===== config.mk =====
export PLATFORM = sky130hd
export DESIGN_NAME = pci_reg_arbiter
export DESIGN_NICKNAME = d
export VERILOG_FILES = /design/src/rtl/pci_reg_arbiter_pkg.sv /design/src/rtl/pci_reg_arbiter_rr_pick.sv /design/src/rtl/pci_reg_arbiter.sv
export SDC_FILE = /design/constraint.sdc
export NUM_CORES = 1
export LEC_CHECK = 0
export BUFFER_PORTS_ARGS = -buffer_cell sky130_fd_sc_hd__buf_2
export CORE_MARGIN = 5
export CORE_UTILIZATION = 44
export CTS_BUF_LIST = sky130_fd_sc_hd__clkbuf_4 sky130_fd_sc_hd__clkbuf_8
export DETAILED_ROUTE_END_ITERATION = 8
export PLACE_DENSITY = 0.79
export RECOVER_POWER = 100
export SYNTH_ARGS = -nofsm -noshare
export SYNTH_HDL_FRONTEND = slang
export SYNTH_SLANG_ARGS = --single-unit

===== constraint.sdc =====
create_clock -name clk -period 1.4 [get_ports clk]
set_clock_uncertainty 0.15 [all_clocks]
set_input_delay 0.28 -clock clk [delete_from_list [all_inputs] [get_ports clk]]
set_output_delay 0.28 -clock clk [all_outputs]
set_load 0.1 [all_outputs]

===== src/rtl/pci_reg_arbiter_pkg.sv =====
// Shared definitions for the PCI/UART register-bank arbiter:
// FSM state encoding, requester index constants and the byte-enable width.
package pci_reg_arbiter_pkg;

  typedef enum logic [1:0] {
    ST_IDLE = 2'd0,
    ST_BUS  = 2'd1,
    ST_DONE = 2'd2
  } arb_state_t;

  localparam int REQ_PCI  = 0;
  localparam int REQ_UART = 1;
  localparam int BE_W     = 4;

endpackage


===== src/rtl/pci_reg_arbiter_rr_pick.sv =====
// rr_pick: combinational circular priority picker. Grants the first requester
// strictly after the one-hot last winner, wrapping around to index 0.
module pci_reg_arbiter_rr_pick #(
  parameter int NREQ = 2
) (
  input  logic [NREQ-1:0] req,
  input  logic [NREQ-1:0] last,
  output logic [NREQ-1:0] winner
);

  logic [NREQ-1:0] above_last;
  logic [NREQ-1:0] masked;
  logic [NREQ-1:0] masked_lsb;
  logic [NREQ-1:0] req_lsb;

  genvar gi;
  generate
    for (gi = 0; gi < NREQ; gi++) begin : g_mask
      if (gi == 0) begin : g_first
        assign above_last[gi] = 1'b0;
      end else begin : g_rest
        assign above_last[gi] = |last[gi-1:0];
      end
    end
  endgenerate

  // Requesters above the last winner take precedence; otherwise wrap to the lowest index.
  assign masked     = req & above_last;
  assign masked_lsb = masked & (~masked + 1'b1);
  assign req_lsb    = req & (~req + 1'b1);
  assign winner     = (|masked) ? masked_lsb : req_lsb;

endmodule


===== src/rtl/pci_reg_arbiter.sv =====
// Round-robin arbiter sharing the single-port UART register bank between NREQ requesters.
// Optional: define PCI_ARB_TIMEOUT_EN to enable the bus_ack watchdog (err + all-ones rdata).
module pci_reg_arbiter
  import pci_reg_arbiter_pkg::*;
#(
  parameter int NREQ    = 2,
  parameter int ADDR_W  = 6,
  parameter int DATA_W  = 32,
  parameter int TIMEOUT = 16
) (
  input  logic                     clk,
  input  logic                     reset,
  input  logic [NREQ-1:0]          req,
  input  logic [NREQ-1:0]          req_we,
  input  logic [NREQ*BE_W-1:0]     req_be,
  input  logic [NREQ*ADDR_W-1:0]   req_addr,
  input  logic [NREQ*DATA_W-1:0]   req_wdata,
  output logic [NREQ-1:0]          ack,
  output logic [DATA_W-1:0]        rdata,
  output logic                     err,
  output logic [NREQ-1:0]          grant,
  output logic                     busy,
  output logic                     bus_req,
  output logic                     bus_we,
  output logic [BE_W-1:0]          bus_be,
  output logic [ADDR_W-1:0]        bus_addr,
  output logic [DATA_W-1:0]        bus_wdata,
  input  logic [DATA_W-1:0]        bus_rdata,
  input  logic                     bus_ack
);

  localparam int IDX_W = (NREQ > 1) ? $clog2(NREQ) : 1;
  localparam logic [NREQ-1:0] LAST_INIT = {1'b1, {(NREQ-1){1'b0}}};

  arb_state_t        state_reg;
  logic [NREQ-1:0]   last_reg;
  logic [NREQ-1:0]   pick;
  logic [IDX_W-1:0]  pick_idx;

  logic [BE_W-1:0]   be_arr    [NREQ];
  logic [ADDR_W-1:0] addr_arr  [NREQ];
  logic [DATA_W-1:0] wdata_arr [NREQ];

  genvar gi;
  generate
    for (gi = 0; gi < NREQ; gi++) begin : g_slice
      assign be_arr[gi]    = req_be[gi*BE_W +: BE_W];
      assign addr_arr[gi]  = req_addr[gi*ADDR_W +: ADDR_W];
      assign wdata_arr[gi] = req_wdata[gi*DATA_W +: DATA_W];
    end
  endgenerate

  pci_reg_arbiter_rr_pick #(
    .NREQ (NREQ)
  ) u_rr_pick (
    .req    (req),
    .last   (last_reg),
    .winner (pick)
  );

  always_comb begin
    pick_idx = '0;
    for (int i = 0; i < NREQ; i++) begin
      if (pick[i]) pick_idx = IDX_W'(i);
    end
  end

  assign busy = (state_reg != ST_IDLE);

`ifdef PCI_ARB_TIMEOUT_EN
  localparam int CNT_W = $clog2(TIMEOUT) + 1;
  logic [CNT_W-1:0] cnt_reg;
`else
  logic unused_timeout;
  assign unused_timeout = (TIMEOUT != 0);
  assign err = 1'b0;
`endif

  always_ff @(posedge clk or negedge reset) begin
    if (!reset) begin
      state_reg <= ST_IDLE;
      last_reg  <= LAST_INIT;
      grant     <= '0;
      ack       <= '0;
      rdata     <= '0;
      bus_req   <= 1'b0;
      bus_we    <= 1'b0;
      bus_be    <= '0;
      bus_addr  <= '0;
      bus_wdata <= '0;
`ifdef PCI_ARB_TIMEOUT_EN
      err       <= 1'b0;
      cnt_reg   <= '0;
`endif
    end else begin
      case (state_reg)
        ST_IDLE: begin
          if (|req) begin
            bus_we    <= req_we[pick_idx];
            bus_be    <= be_arr[pick_idx];
            bus_addr  <= addr_arr[pick_idx];
            bus_wdata <= wdata_arr[pick_idx];
            grant     <= pick;
            bus_req   <= 1'b1;
            state_reg <= ST_BUS;
`ifdef PCI_ARB_TIMEOUT_EN
            cnt_reg   <= '0;
`endif
          end
        end

        ST_BUS: begin
          // A real bus_ack always beats a watchdog expiry on the same edge.
          if (bus_ack) begin
            rdata     <= bus_we ? '0 : bus_rdata;
            ack       <= grant;
            bus_req   <= 1'b0;
            state_reg <= ST_DONE;
`ifdef PCI_ARB_TIMEOUT_EN
          end else if (cnt_reg == CNT_W'(TIMEOUT - 1)) begin
            rdata     <= '1;
            err       <= 1'b1;
            ack       <= grant;
            bus_req   <= 1'b0;
            state_reg <= ST_DONE;
          end else begin
            cnt_reg   <= cnt_reg + 1'b1;
`endif
          end
        end

        ST_DONE: begin
          ack       <= '0;
          last_reg  <= grant;
          grant     <= '0;
          state_reg <= ST_IDLE;
`ifdef PCI_ARB_TIMEOUT_EN
          err       <= 1'b0;
`endif
        end

        default: state_reg <= ST_IDLE;
      endcase
    end
  end

endmodule


# Word-level counts from Yosys, hierarchy flattened
# Index checks and enable logic that the tools add are counted.
dict set report word_totals {
  ff_bits 83
  inputBits 123
  out_inout_bits 82
  word_cells 61
}
dict set report classes {
  n_addsub 2
  order_cmp 2
  n_eq_ne 4
  mux 24
  n_bitwise 6
  n_reduce_logical 13
}
# operator n
set op_table {}
lappend op_table {{2-to-1 mux 32 bit} 4}
lappend op_table {{2-to-1 mux 6 bit} 3}
lappend op_table {{2-to-1 mux 4 bit} 3}
lappend op_table {{case mux 2 bit (2 select lines)} 3}
lappend op_table {{2-to-1 mux 2 bit} 5}
lappend op_table {{AND reduction 2 bit} 5}
lappend op_table {{nonzero test 2 bit} 4}
lappend op_table {{AND 2 bit} 3}
lappend op_table {{2-to-1 mux 1 bit} 5}
lappend op_table {{adder 2 x 1 -> 2 bit, second input constant} 2}
lappend op_table {{!= test 2 bit, second input constant} 2}
lappend op_table {{inverter 2 bit} 2}
lappend op_table {{OR reduction 2 bit} 2}
lappend op_table {{AND reduction 3 bit} 1}
lappend op_table {{equality test 2 x 1 -> 1 bit, second input constant} 1}
lappend op_table {{equality test 2 bit, second input constant} 1}
lappend op_table {{>= comparator 2 bit, second input constant} 1}
lappend op_table {{logical NOT 2 bit} 1}
lappend op_table {{< comparator 1 x 2 -> 1 bit, second input constant} 1}
lappend op_table {{inverter 1 -> 2 bit} 1}
lappend op_table {{case mux 1 bit (2 select lines)} 1}

# Logic depth before layout (Yosys ltp)
dict set report logic_depth {
  ltp_word 10
  mapped_depth 5
  mapped_depth_nobuf 3
}

# By module
# Synthesis repeated with hierarchy kept, for this count alone.
dict set report hier_totals {
  hier_cells 317
  area_unflattened_um2 4003.8
}
# module n_inst cells_per_inst area_per_inst_um2 seq_area_each_um2
set modules_own_cells {}
lappend modules_own_cells {pci_reg_arbiter 1 314 3985.1 2103.3}
lappend modules_own_cells {pci_reg_arbiter_rr_pick 1 3 18.8 0.0}

# Least setup slack after synthesis
# Ideal clock, no wire load.
dict set report synth_path {
  path_type {register to register}
  startpoint {register bus_we}
  endpoint {register rdata[20]}
  setup_time_ns 0.133
  t_arrival_ns 1.408
  required_time_ns 1.117
  slack_ns -0.291
  stages_incl_launch_ff 4
  n_path_buf 1
  period_less_slack_ns 1.691
  path_cell_list {dfrtp_1 > clkbuf_1 > nand2b_1 > o21ai_0}
}
dict set report synth_between {
  elab_chain_len 1
}
# item line_no
set synth_rtl {}
lappend synth_rtl {{start, declared} pci_reg_arbiter.sv:24} ;# output logic bus_we,
lappend synth_rtl {{start signal, assigned} pci_reg_arbiter.sv:99} ;# bus_we <= req_we[pick_idx];
lappend synth_rtl {{2-to-1 mux 32 bit} pci_reg_arbiter.sv:115} ;# rdata <= bus_we ? '0 : bus_rdata;
lappend synth_rtl {{end signal, assigned} pci_reg_arbiter.sv:115}
lappend synth_rtl {{end, declared} pci_reg_arbiter.sv:19} ;# output logic [DATA_W-1:0] rdata,
# Every way passes these cells.
# A chain may end at the register's enable or synchronous reset.

# Worst setup path after layout
dict set report layout_path {
  startpoint {register state_reg[1]}
  endpoint {register bus_req}
}
dict set report layout_between {
  elab_chain_len 3
  word_cells_on_any_way 7
  classes_between {eq/ne: 3; mux: 1; reduce/logical: 3}
}
# item line_no
set layout_rtl {}
lappend layout_rtl {{start, declared} pci_reg_arbiter.sv:35} ;# arb_state_t state_reg;
lappend layout_rtl {{start signal, assigned} pci_reg_arbiter.sv:81} ;# state_reg <= ST_IDLE;
lappend layout_rtl {{start signal, assigned} pci_reg_arbiter.sv:105} ;# state_reg <= ST_BUS;
lappend layout_rtl {{start signal, assigned} pci_reg_arbiter.sv:118} ;# state_reg <= ST_DONE;
lappend layout_rtl {{equality test 2 x 1 -> 1 bit / logical NOT 2 bit (equally long branches)} pci_reg_arbiter.sv:96} ;# case (state_reg)
lappend layout_rtl {{!= test 2 bit (no source line) / nonzero test 2 bit (equally long branches)} --}
lappend layout_rtl {{AND reduction 3 bit (no source line)} --}
lappend layout_rtl {{end signal, assigned} pci_reg_arbiter.sv:86} ;# bus_req <= 1'b0;
lappend layout_rtl {{end signal, assigned} pci_reg_arbiter.sv:104} ;# bus_req <= 1'b1;
lappend layout_rtl {{end signal, assigned} pci_reg_arbiter.sv:117} ;# bus_req <= 1'b0;
lappend layout_rtl {{end, declared} pci_reg_arbiter.sv:23} ;# output logic bus_req,
# Several ways; a longest one is shown, not always the timed one.

==> impl_metrics.env <==
export IMPL_hold_slack_ns=0.02520
export IMPL_fin_ws_ns=-0.3003
export IMPL_syn_area_um2=4325
export IMPL_htreeDepth=3
export IMPL_worst_hold_path_type="in2reg"
export IMPL_drive_gt1_share_pct=65.69
export IMPL_grt_max_degree=84
export IMPL_synth_enable_flop_cells=0
export IMPL_ios=205
export IMPL_ant_nets=0
export IMPL_yosysTopAreaCell="dfrtp_1"
export IMPL_avgSynthCellArea_um2=11.41
export IMPL_diodes=0
export IMPL_yosysMostFrequentCell="dfrtp_1"
export IMPL_violations="setup timing"
export IMPL_grt_pass1_vias=4336
export IMPL_hold_depth=3
export IMPL_ys_ff_latch=83
export IMPL_required_ns=1.48
export IMPL_ys_async_sr_fraction_pct=100.0
export IMPL_layout_area_overhead_vs_synth_pct=85.33
export IMPL_drv_cap=0
export IMPL_clock_sinks=83
export IMPL_rsz0062_at_grt="true"
export IMPL_worst_pin_slew_ns=0.6829
export IMPL_setup_viol=86
export IMPL_grt_first_pass_wirelength_um=21930
export IMPL_totalWireLength_um=16630
export IMPL_max_freq_mhz=588.1
export IMPL_antenna_found_initial=1
export IMPL_seq_area_frac_synth_pct=48.02
export IMPL_die_y_um=109.2
export IMPL_clkTransAtPathRegs_ns=0.09
export IMPL_fin_cells=783
export IMPL_syn_inst=379
export IMPL_ff2ff_path_depth=6
export IMPL_dp_cells=695
export IMPL_cts_tree="done"
export IMPL_period_minus_slack_ns=1.700
export IMPL_numCtsBuffers=9
export IMPL_vias_per_cell=5.610
export IMPL_synthDistinctLibCells=28
export IMPL_yosys_top_cells_area="dfrtp_1 (48%), a311oi_2 (13%), o21ai_0 (8.1%), a2bb2oi_2 (6.9%), nand2b_1 (4.9%)"
export IMPL_drv_slew=0
export IMPL_start_util_pct=44.66
export IMPL_worstSetupStartpointType="register"
export IMPL_tns_ns=-16.72
export IMPL_grt_overflow=0
export IMPL_max_clock_path_buffers=2
export IMPL_io_buffers=203
export IMPL_crit_reg2reg_capture="bus_req$_DFFE_PN0P_"
export IMPL_synth_top_area_share_pct=48.02
export IMPL_die_w_um=109.2
export IMPL_crit_path_max_fanout=8
export IMPL_syn_num_nets=502
export IMPL_cp_endpoint="bus_req$_DFFE_PN0P_"
export IMPL_endpoint_kind="register"
export IMPL_root_buffer="clkbuf_8"
export IMPL_rrSetupSlack_ns=-0.30
export IMPL_critPathArrivalTime_ns=1.78
export IMPL_clock_latency_ns=0.33
export IMPL_drt_wirelength_per_cell_um=21.24
export IMPL_ys_warn_count=0
export IMPL_slew_headroom_pct=54.47
export IMPL_period_share_pct=121.4
export IMPL_rows=36
export IMPL_drc=0
export IMPL_dp_hpwl_um=9848
export IMPL_place_congestion=0.7585
export IMPL_startpoint="state_reg[1]$_DFFE_PN0P_"
export IMPL_reg_top3="bus_wdata (32), rdata (32), bus_addr (6)"
export IMPL_grt_use_total_pct=23.51
export IMPL_core_um2=9684
export IMPL_reg2reg_from="state_reg[1]$_DFFE_PN0P_"
export IMPL_num_nets_final=769
export IMPL_dr_pass1_iters=4
export IMPL_drt_iter0_drc=214
export IMPL_die_area_um2=11910
export IMPL_synthTopCellsByCount="dfrtp_1 (83), o21ai_0 (70), a311oi_2 (37), nand2_1 (37), nand2b_1 (34)"
export IMPL_crit_type="reg2reg"
export IMPL_status="finished with violations"
export IMPL_routed_via_count=4393
export IMPL_finalHoldViolCount=0
export IMPL_synth_ff_type="dfrtp_1"
export IMPL_post_place_ws_ns=-0.1570
[worst max-delay path, stage by stage (launching register included)]
cell	delay [ns]
dfrtp_1	0.39
buf_4	0.14
buf_6	0.11
nand3b_1	0.23
buf_6	0.22
clkbuf_16	0.17
a21o_1	0.18
[cell usage in the layout (no fill, tap or decap), drive strengths merged, types with 17 or more instances in the layout]
cell type,n
nand2,37
dfrtp,83
a2bb2oi,43
a311oi,43
o21ai,78
nand2b,34
clkbuf,17
buf,290
[final cells by class]
type | count | area (µm²)
clock buffer | 10 | 137.6
sequential | 83 | 2090
timing repair buffer | 298 | 3279
tap | 133 | 166.4
multi-input combinational | 252 | 2258
inverter | 2 | 7.507
fill | 515 | 1668
clock inverter | 5 | 77.57
[layer usage]
layer / up-vias / wire length (µm) / track usage, %
met3: 29 / 1252 / 6.690
met1: 2235 / 6225 / 28.75
met2: 180 / 8800 / 39.96
met5: - / 13 / 0
li1: 1947 / - / -
met4: 2 / 339 / 7.574
[worst min-delay path by stage]
stage | slack (ns) | endpoint | start
2_1_floorplan | -0.17 | ack[0]$_DFFE_PN0P_ | reset
3_3_place_gp | 0.20 | rdata[23]$_DFFE_PN0P_ | reset
6_report | 0.03 | rdata[19]$_DFFE_PN0P_ | bus_rdata[19]
3_5_place_dp | 0.20 | rdata[28]$_DFFE_PN0P_ | reset
4_1_cts | 0.02 | state_reg[0]$_DFFE_PN0P_ | bus_ack
5_1_grt | 0.01 | rdata[19]$_DFFE_PN0P_ | bus_rdata[19]
[metrics by stage]
| step | utilization, % | instance area (µm²) |
|---|---|---|
| after floorplan | - | 4353 |
| after global placement | 70.05 | 6784 |
| after detailed placement | 70.05 | 6784 |
| after global routing | 82.78 | 8016 |
| final | 82.78 | 8016 |
| after CTS | 76.03 | 7363 |
[cells by family (layout without fill, tap and decap cells)]
| group | count (synthesis) | count (layout) | share of synthesized area [%] |
|---|---|---|---|
| simple gates | 79 | 79 | 9.835 |
| other cells | 1 | 1 | 0.08670 |
| compound gates | 170 | 170 | 35.64 |
| mux | 2 | 2 | 0.5206 |
| buf+inv | 44 | 315 | 5.901 |
| flops | 83 | 83 | 48.02 |
[what timing repair did]
item | 4_1_cts | 5_1_grt
hold buffers | 1 | 0
pin swaps | 1 | 6
setup endpoints to repair | 100 | 150
setup buffers | 21 | 42
resized for setup | 26 | 73
cloned | 2 | 9
hold endpoints to repair | 83 | 0
Power is left out: the tool's default activity adds up to more than one toggle a clock period on the data nets, which glitch-free logic cannot reach.
